==> config.mk <==
export PLATFORM = sky130hd
export DESIGN_NAME = alu8_cmd_driver
export DESIGN_NICKNAME = d
export VERILOG_FILES = /design/src/rtl/alu8_cmd_driver.sv
export SDC_FILE = /design/constraint.sdc
export NUM_CORES = 1
export LEC_CHECK = 0
export CORE_MARGIN = 4
export CORE_UTILIZATION = 54
export CTS_BUF_LIST = sky130_fd_sc_hd__clkbuf_16
export CTS_CLUSTER_DIAMETER = 30
export DETAILED_ROUTE_END_ITERATION = 7
export HOLD_SLACK_MARGIN = 0.12
export PLACE_DENSITY_LB_ADDON = 0.12
export SLEW_MARGIN = 10
export SYNTH_ARGS = -nofsm -noshare
export SYNTH_HDL_FRONTEND = slang
export SYNTH_SLANG_ARGS = --single-unit
==> constraint.sdc <==
create_clock -name clk -period 3 [get_ports clk]
set_clock_uncertainty 0.2 [all_clocks]
set_input_delay 0.45 -clock clk [delete_from_list [all_inputs] [get_ports clk]]
set_output_delay 0.45 -clock clk [all_outputs]
set_load 0.005 [all_outputs]
==> src/rtl/alu8_cmd_driver.sv <==
`default_nettype none
// ============================================================================
//  Module   : alu8_cmd_driver
//  Purpose  : Initiator-side controller for an 8-bit combinational ALU.
//             Commands arrive on a valid/ready stream and are buffered in a
//             circular FIFO. Each command is popped, driven to the ALU from
//             registers for one cycle, and the ALU output is captured and
//             returned on a valid/ready result stream. A running accumulator
//             holds the last result so chained commands can use it as the
//             left operand.
//  Ports    : clk, rst             - clock, asynchronous active-high reset
//             cmd_*_i / cmd_ready_o - command stream (op, acc flag, a, b)
//             acc_clr_i             - synchronous accumulator clear
//             alu_*_o / alu_result_i - registered ALU drive, ALU result
//             res_*                 - result stream (data, zero flag)
//             acc_o, busy_o         - accumulator value, activity status
//  Revision : 1.0 - initial release
// ============================================================================
module alu8_cmd_driver #(
    parameter int DEPTH = 4
) (
    input  logic       clk,
    input  logic       rst,
    input  logic       cmd_valid_i,
    output logic       cmd_ready_o,
    input  logic [1:0] cmd_op_i,
    input  logic       cmd_acc_i,
    input  logic [7:0] cmd_a_i,
    input  logic [7:0] cmd_b_i,
    input  logic       acc_clr_i,
    output logic [7:0] alu_left_o,
    output logic [7:0] alu_right_o,
    output logic [1:0] alu_mode_o,
    input  logic [7:0] alu_result_i,
    output logic       res_valid_o,
    input  logic       res_ready_i,
    output logic [7:0] res_data_o,
    output logic       res_zero_o,
    output logic [7:0] acc_o,
    output logic       busy_o
);

    localparam int AW = (DEPTH > 1) ? $clog2(DEPTH) : 1;
    localparam logic [AW:0]   C_FULL    = DEPTH[AW:0];
    localparam logic [AW:0]   C_CNT_ONE = 1;
    localparam logic [AW-1:0] C_PTR_ONE = 1;

    localparam logic [1:0] S_IDLE  = 2'd0;
    localparam logic [1:0] S_DRIVE = 2'd1;
    localparam logic [1:0] S_RESP  = 2'd2;

    // FIFO entry layout: {op[1:0], acc_flag, a[7:0], b[7:0]}
    logic [18:0]   fifo_mem_q [DEPTH];
    logic [AW-1:0] wr_ptr_q;
    logic [AW-1:0] rd_ptr_q;
    logic [AW:0]   count_q;

    logic [1:0] state_q;
    logic [1:0] state_d;
    logic [7:0] alu_left_q;
    logic [7:0] alu_right_q;
    logic [1:0] alu_mode_q;
    logic       res_valid_q;
    logic [7:0] res_data_q;
    logic       res_zero_q;
    logic [7:0] acc_q;

    logic        w_full;
    logic        w_empty;
    logic        w_push;
    logic        w_pop;
    logic [18:0] w_head;

    assign w_full  = (count_q == C_FULL);
    assign w_empty = (count_q == '0);
    assign w_push  = cmd_valid_i && !w_full;
    assign w_head  = fifo_mem_q[rd_ptr_q];

    // A pop only happens from IDLE or on the result handshake, so the
    // accumulator has always absorbed the previous result before the next
    // command reads it.
    always_comb begin
        state_d = state_q;
        w_pop   = 1'b0;
        case (state_q)
            S_IDLE: begin
                if (!w_empty) begin
                    w_pop   = 1'b1;
                    state_d = S_DRIVE;
                end
            end
            S_DRIVE: begin
                state_d = S_RESP;
            end
            S_RESP: begin
                if (res_ready_i) begin
                    if (!w_empty) begin
                        w_pop   = 1'b1;
                        state_d = S_DRIVE;
                    end else begin
                        state_d = S_IDLE;
                    end
                end
            end
            default: begin
                state_d = S_IDLE;
            end
        endcase
    end

    // Storage needs no reset: occupancy is tracked by the pointers/count.
    always_ff @(posedge clk) begin
        if (w_push) begin
            fifo_mem_q[wr_ptr_q] <= {cmd_op_i, cmd_acc_i, cmd_a_i, cmd_b_i};
        end
    end

    always_ff @(posedge clk or posedge rst) begin
        if (rst) begin
            state_q     <= S_IDLE;
            wr_ptr_q    <= '0;
            rd_ptr_q    <= '0;
            count_q     <= '0;
            alu_left_q  <= 8'h00;
            alu_right_q <= 8'h00;
            alu_mode_q  <= 2'b00;
            res_valid_q <= 1'b0;
            res_data_q  <= 8'h00;
            res_zero_q  <= 1'b0;
            acc_q       <= 8'h00;
        end else begin
            state_q <= state_d;

            if (w_push) begin
                wr_ptr_q <= wr_ptr_q + C_PTR_ONE;
            end
            if (w_pop) begin
                rd_ptr_q <= rd_ptr_q + C_PTR_ONE;
            end
            case ({w_push, w_pop})
                2'b10:   count_q <= count_q + C_CNT_ONE;
                2'b01:   count_q <= count_q - C_CNT_ONE;
                default: count_q <= count_q;
            endcase

            if (w_pop) begin
                alu_mode_q  <= w_head[18:17];
                alu_right_q <= w_head[7:0];
                alu_left_q  <= w_head[16] ? acc_q : w_head[15:8];
            end

            if (state_q == S_DRIVE) begin
                res_data_q  <= alu_result_i;
                res_zero_q  <= (alu_result_i == 8'h00);
                res_valid_q <= 1'b1;
            end else if ((state_q == S_RESP) && res_ready_i) begin
                res_valid_q <= 1'b0;
            end

            // Clear has priority over the capture for the accumulator only.
            if (acc_clr_i) begin
                acc_q <= 8'h00;
            end else if (state_q == S_DRIVE) begin
                acc_q <= alu_result_i;
            end
        end
    end

    assign cmd_ready_o = !w_full;
    assign alu_left_o  = alu_left_q;
    assign alu_right_o = alu_right_q;
    assign alu_mode_o  = alu_mode_q;
    assign res_valid_o = res_valid_q;
    assign res_data_o  = res_data_q;
    assign res_zero_o  = res_zero_q;
    assign acc_o       = acc_q;
    assign busy_o      = (state_q != S_IDLE) || !w_empty;

endmodule
`default_nettype wire

==> impl_results.html <==
<table>
<tr><th>Metric</th><th>Value</th></tr>
<tr><th colspan="2">Global routing</th></tr>
<tr><td>Global route overflow</td><td>0</td></tr>
<tr><td>Number of global-route vias before repair</td><td>2,691</td></tr>
<tr><td>Global-route wire length before repair</td><td>14.6 mm</td></tr>
<tr><td>Initial antenna violation count</td><td>0</td></tr>
<tr><td>Overall track demand over capacity in global routing</td><td>19.6%</td></tr>
<tr><td>Pin count of the biggest net entering global routing</td><td>26</td></tr>
<tr><th colspan="2">CTS</th></tr>
<tr><td>Number of levels in the clock H-tree</td><td>4</td></tr>
<tr><td>Clock slew seen by the registers of the worst setup and hold paths</td><td>0.05 ns</td></tr>
<tr><td>CTS Hold Buffers Added</td><td>0</td></tr>
<tr><td>Post-CTS sizing</td><td>0</td></tr>
<tr><td>Clock network latency to the later pin of the worst-skew pair</td><td>0.40 ns</td></tr>
<tr><td>Total number of clock tree sinks</td><td>121</td></tr>
<tr><td>Master cell of the clock root buffer</td><td>clkbuf_16</td></tr>
<tr><td>CTS tree</td><td>built</td></tr>
<tr><td>Total clock buffers created by CTS</td><td>17</td></tr>
<tr><td>Bufs on Longest Clock Path</td><td>2</td></tr>
<tr><td>Post-CTS setup buffer count</td><td>0</td></tr>
<tr><th colspan="2">Worst setup path</th></tr>
<tr><td>Cell Chain, Critical Path</td><td>or3b_2, nand2_1, ha_1, inv_1, fa_1, xor2_1, nor2_1, xor2_1</td></tr>
<tr><td>Slowest library cell on the worst path</td><td>or3b_2</td></tr>
<tr><td>Critical R2R Capture</td><td>count_q[2]</td></tr>
<tr><td>Critical path endpoint category</td><td>flop</td></tr>
<tr><td>Critical Path Max Stage Delay</td><td>0.51 ns</td></tr>
<tr><td>Setup crit start</td><td>count_q[0]</td></tr>
<tr><td>Critical path endpoint</td><td>count_q[2]</td></tr>
<tr><td>CP Max Fanout</td><td>6</td></tr>
<tr><td>Crit Reg-Reg Startpoint</td><td>count_q[0]</td></tr>
<tr><td>Data arrival time at the worst-slack endpoint</td><td>2.61 ns</td></tr>
<tr><td>Element type at the critical path start</td><td>flop</td></tr>
<tr><td>Required time of the worst setup path</td><td>3.12 ns</td></tr>
<tr><td>R2R depth</td><td>8</td></tr>
<tr><td>Type of the setup path with the least slack</td><td>flop to flop</td></tr>
<tr><td>Worst reg-to-reg setup slack</td><td>0.52 ns</td></tr>
<tr><td>Most common cell type on the critical path</td><td>xor2_1</td></tr>
<tr><th colspan="2">Power and ir drop</th></tr>
<tr><td>Clock network fraction of design power</td><td>29.4%</td></tr>
<tr><td>Flop pwr share</td><td>38.5%</td></tr>
<tr><td>Switching power</td><td>1.85 mW</td></tr>
<tr><td>Power Dens Cells</td><td>1090 nW/um2</td></tr>
<tr><td>Combinational cell fraction of total power</td><td>32.1%</td></tr>
<tr><td>IR drop worst, VDD</td><td>692 uV</td></tr>
<tr><td>Leakage component of the power</td><td>2.45 nW</td></tr>
<tr><td>Internal power component</td><td>4.88 mW</td></tr>
<tr><td>Final total power</td><td>6.73 mW</td></tr>
<tr><td>Switching share of total power</td><td>27.5%</td></tr>
<tr><th colspan="2">Timing</th></tr>
<tr><td>Setup tns final</td><td>0 ns</td></tr>
<tr><td>Fin. max-slew vios</td><td>0</td></tr>
<tr><td>Highest attainable clock frequency</td><td>403 MHz</td></tr>
<tr><td>Final setup violation count</td><td>0</td></tr>
<tr><td>Worst Tran Pin Value</td><td>0.630 ns</td></tr>
<tr><td>Smallest setup slack after layout</td><td>0.517 ns</td></tr>
<tr><td>Relative slew slack</td><td>58.0%</td></tr>
<tr><td>Share of the cycle needed by the critical path after routing</td><td>82.8%</td></tr>
<tr><td>Setup repair after global routing missed its margin</td><td>no</td></tr>
<tr><td>Final hold violations</td><td>0</td></tr>
<tr><td>Post-route worst hold slack</td><td>0.202 ns</td></tr>
<tr><td>Final critical-path required period</td><td>2.48 ns</td></tr>
<tr><th colspan="2">Yosys</th></tr>
<tr><td>Sequential share of the synthesized area</td><td>71.8%</td></tr>
<tr><td>Ys flop type</td><td>edfxtp_1</td></tr>
<tr><td>Syn avg cell area</td><td>17.9 um2</td></tr>
<tr><td>Mapped Nets</td><td>304</td></tr>
<tr><td>Syn Std Cell Area</td><td>4750 um2</td></tr>
<tr><td>Mapped Cells</td><td>266</td></tr>
<tr><td>Unique masters post-synth</td><td>29</td></tr>
<tr><td>FFs w/ async S/R, synth</td><td>37.2%</td></tr>
<tr><td>Number of flops mapped to enable cells by yosys</td><td>76</td></tr>
<tr><td>Synth Register Bits</td><td>121</td></tr>
<tr><td>Count of warnings emitted by yosys</td><td>0</td></tr>
<tr><th colspan="2">Finish</th></tr>
<tr><td>Count of antenna diodes in the layout</td><td>0</td></tr>
<tr><td>Fill cell count</td><td>528</td></tr>
<tr><td>Number of standard cells in the final layout excluding fillers</td><td>468</td></tr>
<tr><td>Count of nets after finishing</td><td>388</td></tr>
<tr><td>Area growth syn-to-layout</td><td>30.3%</td></tr>
<tr><td>Area of the multi-input gates</td><td>1250 um2</td></tr>
<tr><td>Proportion of layout cells with a drive suffix above 1</td><td>22.3%</td></tr>
<tr><td>Register area</td><td>3410 um2</td></tr>
<tr><th colspan="2">Placement</th></tr>
<tr><td>Worst-case setup slack after placement</td><td>0.444 ns</td></tr>
<tr><td>DP Wirelength</td><td>5.46 mm</td></tr>
<tr><td>Routability cong.</td><td>0.753</td></tr>
<tr><td>Total instance count after detailed placement</td><td>436</td></tr>
<tr><td>I/O Buffers</td><td>69</td></tr>
<tr><th colspan="2">Drt</th></tr>
<tr><td>DRC Markers</td><td>0</td></tr>
<tr><td>First-pass detailed-route iteration total</td><td>4</td></tr>
<tr><td>Vias after detailed routing</td><td>2,547</td></tr>
<tr><td>Count of antenna-violating nets left after detailed routing</td><td>0</td></tr>
<tr><td>Drt first-iter violations</td><td>128</td></tr>
<tr><td>Avg Vias per Cell</td><td>5.44</td></tr>
<tr><td>Final routed wirelength across all metal layers</td><td>9.14 mm</td></tr>
<tr><td>Routed wire per std cell</td><td>19.5 um</td></tr>
<tr><th colspan="2">Run status</th></tr>
<tr><td>Outcome</td><td>complete, no violations</td></tr>
<tr><th colspan="2">Die</th></tr>
<tr><td>Row Count</td><td>33</td></tr>
<tr><td>Count of boundary I/O pins</td><td>70</td></tr>
<tr><td>Total Die Area</td><td>10,400 um2</td></tr>
<tr><td>Height of the chip</td><td>102 um</td></tr>
<tr><td>Starting density of the core</td><td>56.7%</td></tr>
<tr><td>Horiz. Die Dim</td><td>102 um</td></tr>
<tr><td>Area of the core</td><td>8380 um2</td></tr>
<tr><th colspan="2">Flow run</th></tr>
<tr><td>Max-cap violations</td><td>0</td></tr>
<tr><th colspan="2">Hold path</th></tr>
<tr><td>Hold Path Class</td><td>input port to async pin</td></tr>
</table>
how the worst min path moves through the flow:
stage,end,cells past startpoint
after floorplan,count_q[2],1
after global placement,res_zero_o,2
after detailed placement,res_data_o[7],2
after CTS,res_valid_o,2
after global routing,res_valid_o,2
final,res_valid_o,2
synthesized netlist by cell type (2+ instances only):
| cell type | n | area share, % |
|---|---|---|
| mux4_1 | 3 | 1.7 |
| o21ai_0 | 2 | 0.21 |
| a21oi_1 | 9 | 0.95 |
| nand2_1 | 37 | 2.9 |
| and3_1 | 4 | 0.53 |
| mux2_4 | 16 | 5.1 |
| dfrtp_1 | 45 | 24 |
| xor2_1 | 4 | 0.74 |
| nor4_1 | 2 | 0.26 |
| mux2_2 | 11 | 2.6 |
| ha_1 | 5 | 1.3 |
| clkbuf_1 | 6 | 0.47 |
| nor3_1 | 3 | 0.32 |
| buf_4 | 2 | 0.32 |
| nor2_1 | 3 | 0.24 |
| xnor2_1 | 2 | 0.37 |
| nor2b_1 | 2 | 0.26 |
| inv_1 | 7 | 0.55 |
| buf_2 | 3 | 0.32 |
| edfxtp_1 | 76 | 48 |
| mux4_2 | 16 | 7.6 |
flip-flops by register name, indices dropped and copies added (netlist names), 3 cells and up:
signal       flops
fifo_mem_q      76
alu_right_o      8
alu_left_o       8
res_data_o       8
count_q          3
acc_o            8
per-layer routing:
layer / track usage, % / vias to the layer above / wire length [um]
met2: 33.2 / 76 / 4620
li1: - / 1163 / -
met3: 6.34 / 9 / 564
met1: 24.0 / 1299 / 3870
met5: 0 / - / 0
met4: 6.75 / 0 / 82
power by group through the flow:
stage	sequential, mW	combinational, mW	clock [mW]
finish	2.59	2.16	1.98
global route	2.65	2.36	2.11
CTS	2.60	2.21	2.02
detailed placement	2.60	2.16	0
global placement	2.58	2.11	0
floorplan	2.51	1.43	0
critical path, delay by kind of cell (launching register included):
| kind | cells | cell delay (ns) |
|---|---|---|
| xor+xnor | 2 | 0.31 |
| buf+inv | 1 | 0.07 |
| fa+ha+maj | 2 | 0.61 |
| simple gates | 3 | 0.81 |
| flops | 1 | 0.41 |
logic make-up (layout without fill, tap and decap cells):
family	Yosys count	count (layout)	synth area share, %
flops	121	121	71.8
simple gates	55	55	5.14
mux	47	47	17.1
buf+inv	20	117	1.98
compound gates	11	11	1.16
fa+ha+maj	6	6	1.74
xor+xnor	6	6	1.11
cell type report:
cell class | instances | area share [%]
Clock buffer | 21 | 8.49
Clock inverter | 11 | 1.19
Inverter | 7 | 0.425
Multi-Input combinational cell | 125 | 20.2
Sequential cell | 121 | 55.1
Tap cell | 105 | 2.12
Timing Repair Buffer | 78 | 12.5
cells in the final DEF, fill, tap and decap left out, types with 2 or more instances in the layout:
cell type         n
nand2_1          37
mux2_4           16
clkdlybuf4s50_1  69
a21oi_1           9
nor2_1            3
xnor2_1           2
o21ai_0           2
mux2_2           11
mux4_2           16
inv_2             3
ha_1              5
and3_1            4
dfrtp_1          45
nor4_1            2
inv_1            11
mux4_1            3
xor2_1            4
nor2b_1           2
nor3_1            2
clkbuf_16        21
edfxtp_1         76
buf_4             8
metrics by stage:
stage	util, %	area [um2]
5_1_grt	73.8	6190
3_3_place_gp	66.7	5590
6_report	73.8	6190
4_1_cts	73.8	6190
3_5_place_dp	66.7	5590
2_1_floorplan	-	4750
Note: power is estimated with default switching activity, not from simulation.
